File: config.mk
export PLATFORM = sky130hd
export DESIGN_NAME = keypad_scan_ctrl_flat
export DESIGN_NICKNAME = d
export VERILOG_FILES = /design/src/rtl/keypad_scan_ctrl_pkg.sv /design/src/rtl/keypad_scan_ctrl_if.sv /design/src/rtl/keypad_scan_ctrl_prio_enc4.sv /design/src/rtl/keypad_scan_ctrl.sv /design/src/flat_wrapper.sv
export SDC_FILE = /design/constraint.sdc
export NUM_CORES = 1
export LEC_CHECK = 0
export BUFFER_PORTS_ARGS = -buffer_cell sky130_fd_sc_hd__buf_4
export CORE_ASPECT_RATIO = 0.9
export CORE_MARGIN = 2
export CORE_UTILIZATION = 35
export CTS_BUF_LIST = sky130_fd_sc_hd__clkbuf_2 sky130_fd_sc_hd__clkbuf_4 sky130_fd_sc_hd__clkbuf_8
export CTS_CLUSTER_DIAMETER = 120
export DETAILED_ROUTE_END_ITERATION = 6
export HOLD_SLACK_MARGIN = 0.12
export PLACE_DENSITY = 0.63
export SETUP_SLACK_MARGIN = 0.02
export SYNTH_ARGS = -nofsm -noshare
export SYNTH_HDL_FRONTEND = slang
export SYNTH_SLANG_ARGS = --single-unit
File: constraint.sdc
create_clock -name clk -period 5.2 [get_ports clk]
set_clock_uncertainty 0.05 [all_clocks]
set_input_delay 1.04 -clock clk [delete_from_list [all_inputs] [get_ports clk]]
set_output_delay 1.04 -clock clk [all_outputs]
set_load 0.005 [all_outputs]
File: src/rtl/keypad_scan_ctrl_pkg.sv
// Shared types and constants for the elevator keypad scan controller.
package keypad_pkg;
  typedef enum logic [1:0] {
    IDLE   = 2'd0,
    DRIVE  = 2'd1,
    SAMPLE = 2'd2
  } scan_state_t;

  localparam int KP_ROWS    = 4;
  localparam int KP_COLS    = 4;
  localparam int KEY_CODE_W = 4;

  function automatic logic [KP_COLS-1:0] col_onehot(input logic [1:0] idx);
    col_onehot = 4'b0001 << idx;
  endfunction
endpackage

File: src/rtl/keypad_scan_ctrl_if.sv
// Key-code valid/ready handshake between the scan controller and the request queue.
interface keypad_scan_ctrl_if;
  logic                             key_valid;
  logic [keypad_pkg::KEY_CODE_W-1:0] key_code;
  logic                             key_ready;

  modport master (output key_valid, output key_code, input key_ready);
  modport slave  (input key_valid, input key_code, output key_ready);
endinterface

File: src/rtl/keypad_scan_ctrl_prio_enc4.sv
// Lowest-set-bit encoder with any/multi flags, used to pick one new press per cycle.
module prio_enc4 (
  input  logic [3:0] req,
  output logic [1:0] idx,
  output logic       any,
  output logic       multi
);
  // pick the lowest requesting row
  always_comb begin
    idx = 2'd0;
    if (req[0]) begin
      idx = 2'd0;
    end else if (req[1]) begin
      idx = 2'd1;
    end else if (req[2]) begin
      idx = 2'd2;
    end else if (req[3]) begin
      idx = 2'd3;
    end else begin
      idx = 2'd0;
    end
  end

  assign any   = |req;
  assign multi = (req & (req - 4'd1)) != 4'd0;
endmodule

File: src/rtl/keypad_scan_ctrl.sv
// Column scan sequencer with debouncer gating and de-duplicated key-code delivery.
module keypad_scan_ctrl
  import keypad_pkg::*;
#(
  parameter int SETTLE_CYCLES = 16,
  parameter int SAMPLE_CYCLES = 8
) (
  input  logic                clk,
  input  logic                rst,
  input  logic                scan_en,
  input  logic [KP_ROWS-1:0]  row,
  input  logic [KP_ROWS-1:0]  deb_pulse,
  output logic                deb_en,
  output logic [KP_COLS-1:0]  col,
  keypad_scan_ctrl_if.master  key,
  output logic                drop,
  input  logic                drop_clr
);
  scan_state_t state_r, state_s;
  logic [15:0]           cnt_r, cnt_s;
  logic [1:0]            col_idx_r, col_idx_s;
  logic [15:0]           held_r, held_s;
  logic                  valid_r, valid_s;
  logic [KEY_CODE_W-1:0] code_r, code_s;
  logic                  drop_r, drop_s;
  logic [KP_COLS-1:0]    col_r, col_s;
  logic                  deb_en_r, deb_en_s;

  logic [KP_ROWS-1:0] held_col_s;
  logic [KP_ROWS-1:0] new_press_s;
  logic [1:0]         win_idx_s;
  logic               win_any_s;
  logic               win_multi_s;
  logic               sampling_s;
  logic               last_sample_s;
  logic               accept_s;
  logic               set_drop_s;

  assign held_col_s    = held_r[{col_idx_r, 2'b00} +: 4];
  assign sampling_s    = (state_r == SAMPLE) && scan_en;
  assign last_sample_s = sampling_s && (cnt_r == 16'(SAMPLE_CYCLES - 1));
  assign new_press_s   = sampling_s ? (deb_pulse & ~held_col_s) : 4'b0000;
  assign accept_s      = valid_r && key.key_ready;

  prio_enc4 u_prio (
    .req   (new_press_s),
    .idx   (win_idx_s),
    .any   (win_any_s),
    .multi (win_multi_s)
  );

  // state, phase counter and column index sequencing
  always_comb begin
    state_s   = state_r;
    cnt_s     = cnt_r;
    col_idx_s = col_idx_r;
    if (!scan_en) begin
      state_s   = IDLE;
      cnt_s     = 16'd0;
      col_idx_s = 2'd0;
    end else begin
      case (state_r)
        IDLE: begin
          state_s   = DRIVE;
          cnt_s     = 16'd0;
          col_idx_s = 2'd0;
        end
        DRIVE: begin
          if (cnt_r == 16'(SETTLE_CYCLES - 1)) begin
            state_s = SAMPLE;
            cnt_s   = 16'd0;
          end else begin
            cnt_s = cnt_r + 16'd1;
          end
        end
        SAMPLE: begin
          if (last_sample_s) begin
            state_s   = DRIVE;
            cnt_s     = 16'd0;
            col_idx_s = col_idx_r + 2'd1;
          end else begin
            cnt_s = cnt_r + 16'd1;
          end
        end
        default: begin
          state_s   = IDLE;
          cnt_s     = 16'd0;
          col_idx_s = 2'd0;
        end
      endcase
    end
  end

  // held map, output slot, drop flag and next column drive
  always_comb begin
    held_s     = held_r;
    valid_s    = valid_r && !accept_s;
    code_s     = code_r;
    set_drop_s = win_multi_s;
    if (!scan_en || (state_r == IDLE)) begin
      held_s = 16'd0;
    end else if (sampling_s) begin
      // pulsed rows become held; on the last cycle unpressed, unpulsed rows release
      if (last_sample_s) begin
        held_s[{col_idx_r, 2'b00} +: 4] = (held_col_s & row) | deb_pulse;
      end else begin
        held_s[{col_idx_r, 2'b00} +: 4] = held_col_s | deb_pulse;
      end
    end else begin
      held_s = held_r;
    end

    if (win_any_s) begin
      if (!valid_r || accept_s) begin
        valid_s = 1'b1;
        code_s  = {col_idx_r, win_idx_s};
      end else begin
        set_drop_s = 1'b1;
      end
    end else begin
      code_s = code_r;
    end

    if (set_drop_s) begin
      drop_s = 1'b1;
    end else if (drop_clr) begin
      drop_s = 1'b0;
    end else begin
      drop_s = drop_r;
    end

    if (state_s == IDLE) begin
      col_s = 4'b0000;
    end else begin
      col_s = col_onehot(col_idx_s);
    end
    deb_en_s = (state_s == SAMPLE);
  end

  // all state and outputs registered, synchronous active-low reset
  always_ff @(posedge clk) begin
    if (!rst) begin
      state_r   <= IDLE;
      cnt_r     <= 16'd0;
      col_idx_r <= 2'd0;
      held_r    <= 16'd0;
      valid_r   <= 1'b0;
      code_r    <= 4'd0;
      drop_r    <= 1'b0;
      col_r     <= 4'b0000;
      deb_en_r  <= 1'b0;
    end else begin
      state_r   <= state_s;
      cnt_r     <= cnt_s;
      col_idx_r <= col_idx_s;
      held_r    <= held_s;
      valid_r   <= valid_s;
      code_r    <= code_s;
      drop_r    <= drop_s;
      col_r     <= col_s;
      deb_en_r  <= deb_en_s;
    end
  end

  assign col          = col_r;
  assign deb_en       = deb_en_r;
  assign drop         = drop_r;
  assign key.key_valid = valid_r;
  assign key.key_code  = code_r;
endmodule
File: src/flat_wrapper.sv
// flat-port wrapper written by rule: the top's interface ports become plain ports
module keypad_scan_ctrl_flat import keypad_pkg::*;
#(
  parameter int SETTLE_CYCLES = 16,
  parameter int SAMPLE_CYCLES = 8
)
  (clk, rst, scan_en, row, deb_pulse, deb_en, col, drop, drop_clr, key_key_valid, key_key_code, key_key_ready);
  keypad_scan_ctrl_if key_i ();
  input  logic clk;
  input  logic rst;
  input  logic scan_en;
  input  logic [KP_ROWS-1:0] row;
  input  logic [KP_ROWS-1:0] deb_pulse;
  output logic deb_en;
  output logic [KP_COLS-1:0] col;
  output logic drop;
  input  logic drop_clr;
  output wire logic [$bits(key_i.key_valid)-1:0] key_key_valid;
  output wire logic [$bits(key_i.key_code)-1:0] key_key_code;
  input wire logic [$bits(key_i.key_ready)-1:0] key_key_ready;
  assign key_key_valid = key_i.key_valid;
  assign key_key_code = key_i.key_code;
  assign key_i.key_ready = key_key_ready;
  keypad_scan_ctrl #(.SETTLE_CYCLES(SETTLE_CYCLES), .SAMPLE_CYCLES(SAMPLE_CYCLES)) u_core (.clk(clk), .rst(rst), .scan_en(scan_en), .row(row), .deb_pulse(deb_pulse), .deb_en(deb_en), .col(col), .key(key_i), .drop(drop), .drop_clr(drop_clr));
endmodule
Word level (Yosys, flattened, before mapping)
Cells that the tools add are included.
{ "totals": {"regBits": 47, "inputBits": 13, "out_inout_bits": 11} }
{ "classes": {"add_sub_neg": 4, "eq_ne": 5, "shift": 5, "n_mux": 24, "bitwise_logic": 7, "reduce_logical": 18} }
{ "ops": {"columns": ["operator", "count"], "rows": [
  ["16-bit 2-to-1 mux", 3],
  ["16-bit bitwise mux", 2],
  ["16-bit one-hot mux with 2 select lines", 1],
  ["4-bit by 6-bit indexed part select with 16-bit output", 2],
  ["2-bit 2-to-1 mux", 9],
  ["16-bit by 1-bit adder with 16-bit output (second input constant)", 1],
  ["16-bit by 3-bit equality test with 1-bit output (second input constant)", 1],
  ["16-bit by 4-bit equality test with 1-bit output (second input constant)", 1],
  ["4-bit by 6-bit variable shift with 16-bit output (first input constant)", 1],
  ["16-bit by 5-bit indexed part select with 4-bit output", 1],
  ["4-bit bitwise AND", 3],
  ["4-bit OR", 2],
  ["1-bit 2-to-1 mux", 6],
  ["4-bit negator with 6-bit output", 1],
  ["2-bit one-hot mux with 3 select lines", 1],
  ["2-bit equality test (second input constant)", 2],
  ["1-bit logical AND", 4],
  ["2-bit logical NOT", 2],
  ["4-bit 2-to-1 mux", 1],
  ["4-bit NOT", 1],
  ["2-bit one-hot mux with 2 select lines", 1],
  ["2-bit AND reduction", 2],
  ["4-bit nonzero test", 1],
  ["2-bit OR reduction", 2],
  ["9 further kinds", 12]
]} }

Logic depth before layout (Yosys ltp)
{ "logic_depth": {"word_depth": 10, "depth_mapped": 8, "ltp_nobuf": 7} }

By module
From an unflattened synthesis, not the netlist that was laid out.
{ "unflattened": {"cells_unflattened": 259, "area_unflattened_um2": 2327.2} }
{ "by_module_without_submodules": {"columns": ["module", "n_inst", "cells_each", "area_per_inst_um2", "seq_area_each_um2"], "rows": [
  ["keypad_scan_ctrl", 1, 249, 2279.7, 940.9],
  ["prio_enc4", 1, 10, 47.5, 0.0]
]} }

Least setup slack after synthesis
No wires, ideal clock.
{ "synth_timing": {"path_type": "in2reg", "start": "in rst", "end": "reg u_core.held_r[10]", "setup_ps": 59, "t_arrival_ps": 2161, "required_time_ps": 5091, "slack_ps": 2930, "cell_stages": 6, "n_path_buf": 1, "path_cell_list": "nand2_1 -> or2_2 -> buf_2 -> nor3b_1 -> and4_1 -> a22o_1"} }
{ "synth_between": {"elab_chain_len": 2} }
{ "synth_lines": {"columns": ["item", "line", "rtl"], "rows": [
  ["from (decl)", "flat_wrapper.sv:10", "input logic rst;"],
  ["1-bit NOT (no source line)", null, null],
  ["2-bit OR reduction (no source line)", null, null],
  ["to (signal assigned)", "keypad_scan_ctrl.sv:156", "held_r <= held_s;"],
  ["to (decl)", "keypad_scan_ctrl.sv:22", "logic [15:0] held_r, held_s;"]
]} }
Every way passes these cells.
A chain may end at the register's enable or synchronous reset.

Worst setup path after layout
{ "layout_timing": {"start": "reg u_core.col_idx_r[0]", "end": "reg u_core.drop_r (netlist: u_core.drop)"} }
{ "layout_between": {"elab_chain_len": 10, "word_cells_on_any_way": 12, "cone_classes": "1 x add/sub; 1 x shift; 4 x mux; 3 x bitwise; 3 x reduce/logical"} }
{ "layout_lines": {"columns": ["item", "line", "rtl"], "rows": [
  ["from (decl)", "keypad_scan_ctrl.sv:21", "logic [1:0] col_idx_r, col_idx_s;"],
  ["from (signal assigned)", "keypad_scan_ctrl.sv:155", "col_idx_r <= col_idx_s;"],
  ["16-bit by 5-bit indexed part select with 4-bit output (*)", "keypad_scan_ctrl.sv:39", "assign held_col_s = held_r[{col_idx_r, 2'b00} +: 4];"],
  ["4-bit NOT (*)", "keypad_scan_ctrl.sv:42", "assign new_press_s = sampling_s ? (deb_pulse & ~held_col_s) : 4'b0000;"],
  ["4-bit bitwise AND (*)", "keypad_scan_ctrl.sv:42", null],
  ["4-bit 2-to-1 mux (*)", "keypad_scan_ctrl.sv:42", null],
  ["4-bit by 1-bit subtractor with 4-bit output", "keypad_scan_ctrl_prio_enc4.sv:25", "assign multi = (req & (req - 4'd1)) != 4'd0;"],
  ["4-bit bitwise AND", "keypad_scan_ctrl_prio_enc4.sv:25", null],
  ["4-bit nonzero test", "keypad_scan_ctrl_prio_enc4.sv:25", null],
  ["1-bit 2-to-1 mux", "keypad_scan_ctrl.sv:114", "if (!valid_r || accept_s) begin"],
  ["1-bit 2-to-1 mux (*)", "keypad_scan_ctrl.sv:113", "if (win_any_s) begin"],
  ["1-bit 2-to-1 mux or 2-bit nonzero test (tied branches)", null, null],
  ["to (signal assigned)", "keypad_scan_ctrl.sv:159", "drop_r <= drop_s;"],
  ["to (decl)", "keypad_scan_ctrl.sv:25", "logic drop_r, drop_s;"]
]} }
Mark *: on every way between the ends. The rest lies on a longest branch, timed or not.

==> run_results.csv <==
group,metric,value,unit
logic_synthesis,seq_area_frac_synth,41.00,%
layout,area_growth,15.10,%
sta,timing.final.hold_violations,0,
die,die-area,7221,um2
clocking,path_clk_slew,0.09,ns
logic_synthesis,synthXorXnorAreaFrac,5.344,%
logic_synthesis,synth_compound_area_share,15.87,%
critical_path,worst-path-buf-inv,0,
logic_synthesis,synth_warnings,0,
logic_synthesis,synthSimpleGateAreaFrac,24.21,%
die,coreArea,6216,um2
critical_path,start_kind,"register",
hold_path,min_path_type,"reg -> reg",
logic_synthesis,synthAdderAreaFrac,4.907,%
die,die_h,80.82,um
grt,grt_pass1_vias,1604,
clocking,cts_tree,"done",
clocking,cts_buffers,5,
clocking,clkSinkCount,47,
sta,finalCriticalPeriod,2.390,ns
clocking,ctsResizeCount,0,
drt,drcViolationCount,0,
place,place_congestion,0.8091,
power,power_density,248.6,nW/um2
die,die_x,89.35,um
critical_path,path_delay_family,"compound AO/OA/AOI/OAI gates",
sta,slew_headroom,57.94,%
logic_synthesis,synth_cell_type_count,45,
clocking,holdBufCountCts,0,
drt,detail_route.vias_per_cell,5.011,
status,status,"completed",
layout,layout_commonest_cell,"dfxtp_1",
grt,grt_max_degree,17,
die,initial_core_util,36.92,%
logic_synthesis,muxShareOfSynthArea,4.962,%
drt,wirelength,4685,um
critical_path,arrival,2.55,ns
logic_synthesis,synthesis.nets,267,
logic_synthesis,synth_edf_count,0,
sta,final_min_period_over_clock_period,45.95,%
logic_synthesis,synthArstFlopShare,0,%
clocking,insertion_delay,0.30,ns
sta,tightest_slew,0.6301,ns
sta,rsz0062_at_grt,"false",
die,num_rows,27,
grt,grt_pass1_wl,7859,um
grt,grtUsageTotal,14.07,%
layout,post-route-util,42.49,%
clocking,cts_root_buffer,"clkbuf_8",
power,finalPower,656.6,uW
die,ios,24,
clocking,clockBufferDepth,2,
drt,drt_iter0_markers,57,
layout,n_antenna_cell,0,
logic_synthesis,synth_top_family_by_area,"simple AND/OR/NAND/NOR gates",
grt,grt_antenna_before_repair,0,
sta,setup_ws,2.811,ns
sta,drv_slew,0,
critical_path,endpoint_kind,"register",
logic_synthesis,synth_area,2295,um2
sta,tns,0,ns
logic_synthesis,ys_seq_elements,47,
critical_path,crit_chain,"mux4_1, o22ai_2, o21bai_1, a211oi_1, o32ai_1",
logic_synthesis,avgSynthCellArea,9.366,um2
logic_synthesis,synth_flop_cell,"dfxtp_1",
layout,drive_above_1_share,16.67,%
critical_path,crit_type,"reg -> reg",
drt,dr.pass1.iters,4,
logic_synthesis,synthCells,245,
place,hpwl,3585,um
critical_path,cp_data_required_time,5.36,ns
layout,layout.nets,291,
critical_path,cp_slowest_cell,"mux4_1",
critical_path,critPathMaxStageDelay,0.74,ns
power,ir_drop,152.2,uV
power,p_leak,1.017,nW
drt,vias,1789,
place,port_buffers,23,
sta,fmax,418.5,MHz
drt,ant_nets,0,
sta,setup_viol,0,
clocking,htreeDepth,2,
layout,layout_common_cells,"dfxtp_1 (47), nand2_1 (29), nor2_1 (25)",
clocking,postCtsSetupRepairBufs,0,
place,dp_slack,2.691,ns
drt,wl_per_cell,13.12,um
run,drv_cap,0,
critical_path,cp_max_fo,13,
grt,overflow,0,
-- path summary, 6_finish.rpt --
| check | depth (start not counted) | slack, ns | start | end |
|---|---|---|---|---|
| setup reg to reg | 5 | 2.81 | u_core.col_idx_r[0] | u_core.drop |
| hold reg to reg | 1 | 0.41 | u_core.cnt_r[0] | u_core.cnt_r[0] |
| hold / removal | 1 | 0.41 | u_core.cnt_r[0] | u_core.cnt_r[0] |
| setup / recovery | 5 | 2.81 | u_core.col_idx_r[0] | u_core.drop |
-- metal layers --
metal / vias to the layer above / global-route usage [%] / part of all wire, %
li1: 934 / - / -
met1: 830 / 20.20 / 51
met2: 20 / 21.11 / 45
met3: 5 / 3.252 / 3.0
met4: 0 / 4.030 / 0.92
met5: - / 0 / 0
-- cell families after synthesis --
logic type,after synthesis
multiplexers,6
adder cells (fa/ha/maj),9
AO/OA/AOI/OAI,50
AND/OR/NAND/NOR,103
XOR/XNOR,14
flip-flops,47
buffers and inverters,16
-- report_power, final --
| part | switching [mW] | total, mW | internal, mW |
|---|---|---|---|
| clock | 0.123 | 0.266 | 0.143 |
| combinational | 0.0166 | 0.0293 | 0.0127 |
| sequential | 0.000733 | 0.361 | 0.361 |
-- state kept, by name, summed over array words and instances, names as in the netlist --
name,count
u_core.state_r,2
u_core.cnt_r,16
u_core.deb_en,1
u_core.col,4
u_core.key.key_valid,1
u_core.key.key_code,4
u_core.col_idx_r,2
u_core.held_r,16
u_core.drop,1
-- synth_stat cells, drive strengths merged (3+ instances only) --
cell type / number / share of area [%]
ha: 9 / 4.9
nor4: 3 / 2.0
nand2b: 5 / 1.4
nand4: 7 / 1.9
and3: 3 / 0.82
o21ai: 11 / 2.4
and2: 6 / 1.6
a22o: 8 / 3.1
a21o: 3 / 1.0
xnor2: 5 / 1.9
buf: 5 / 1.9
mux4: 4 / 4.1
xor2: 9 / 3.4
a21oi: 7 / 1.5
dfxtp: 47 / 41
a211oi: 7 / 2.3
nor3: 4 / 0.87
nand2: 29 / 4.7
nor2: 25 / 4.1
and4: 6 / 2.4
inv: 10 / 1.6
nand3: 7 / 1.5
o31ai: 4 / 1.3
-- through the flow --
step           instance area [um2]  instances  hold slack [ns]
5_1_grt                       2641        357           0.4271
3_5_place_dp                  2529        349           0.3937
6_report                      2641        357           0.4123
2_1_floorplan                 2295        245           0.3670
3_3_place_gp                  2529        349           0.3833
4_1_cts                       2641        357           0.4138
-- area by class of cell --
class,count,area (um2)
Inverter,10,37.54
Sequential cell,47,940.9
Multi-Input combinational cell,182,1269
Clock inverter,3,43.79
Tap cell,87,108.9
Timing Repair Buffer,23,172.7
Clock buffer,5,68.82
Fill cell,626,3575
Note: power is estimated with default switching activity, not from simulation.
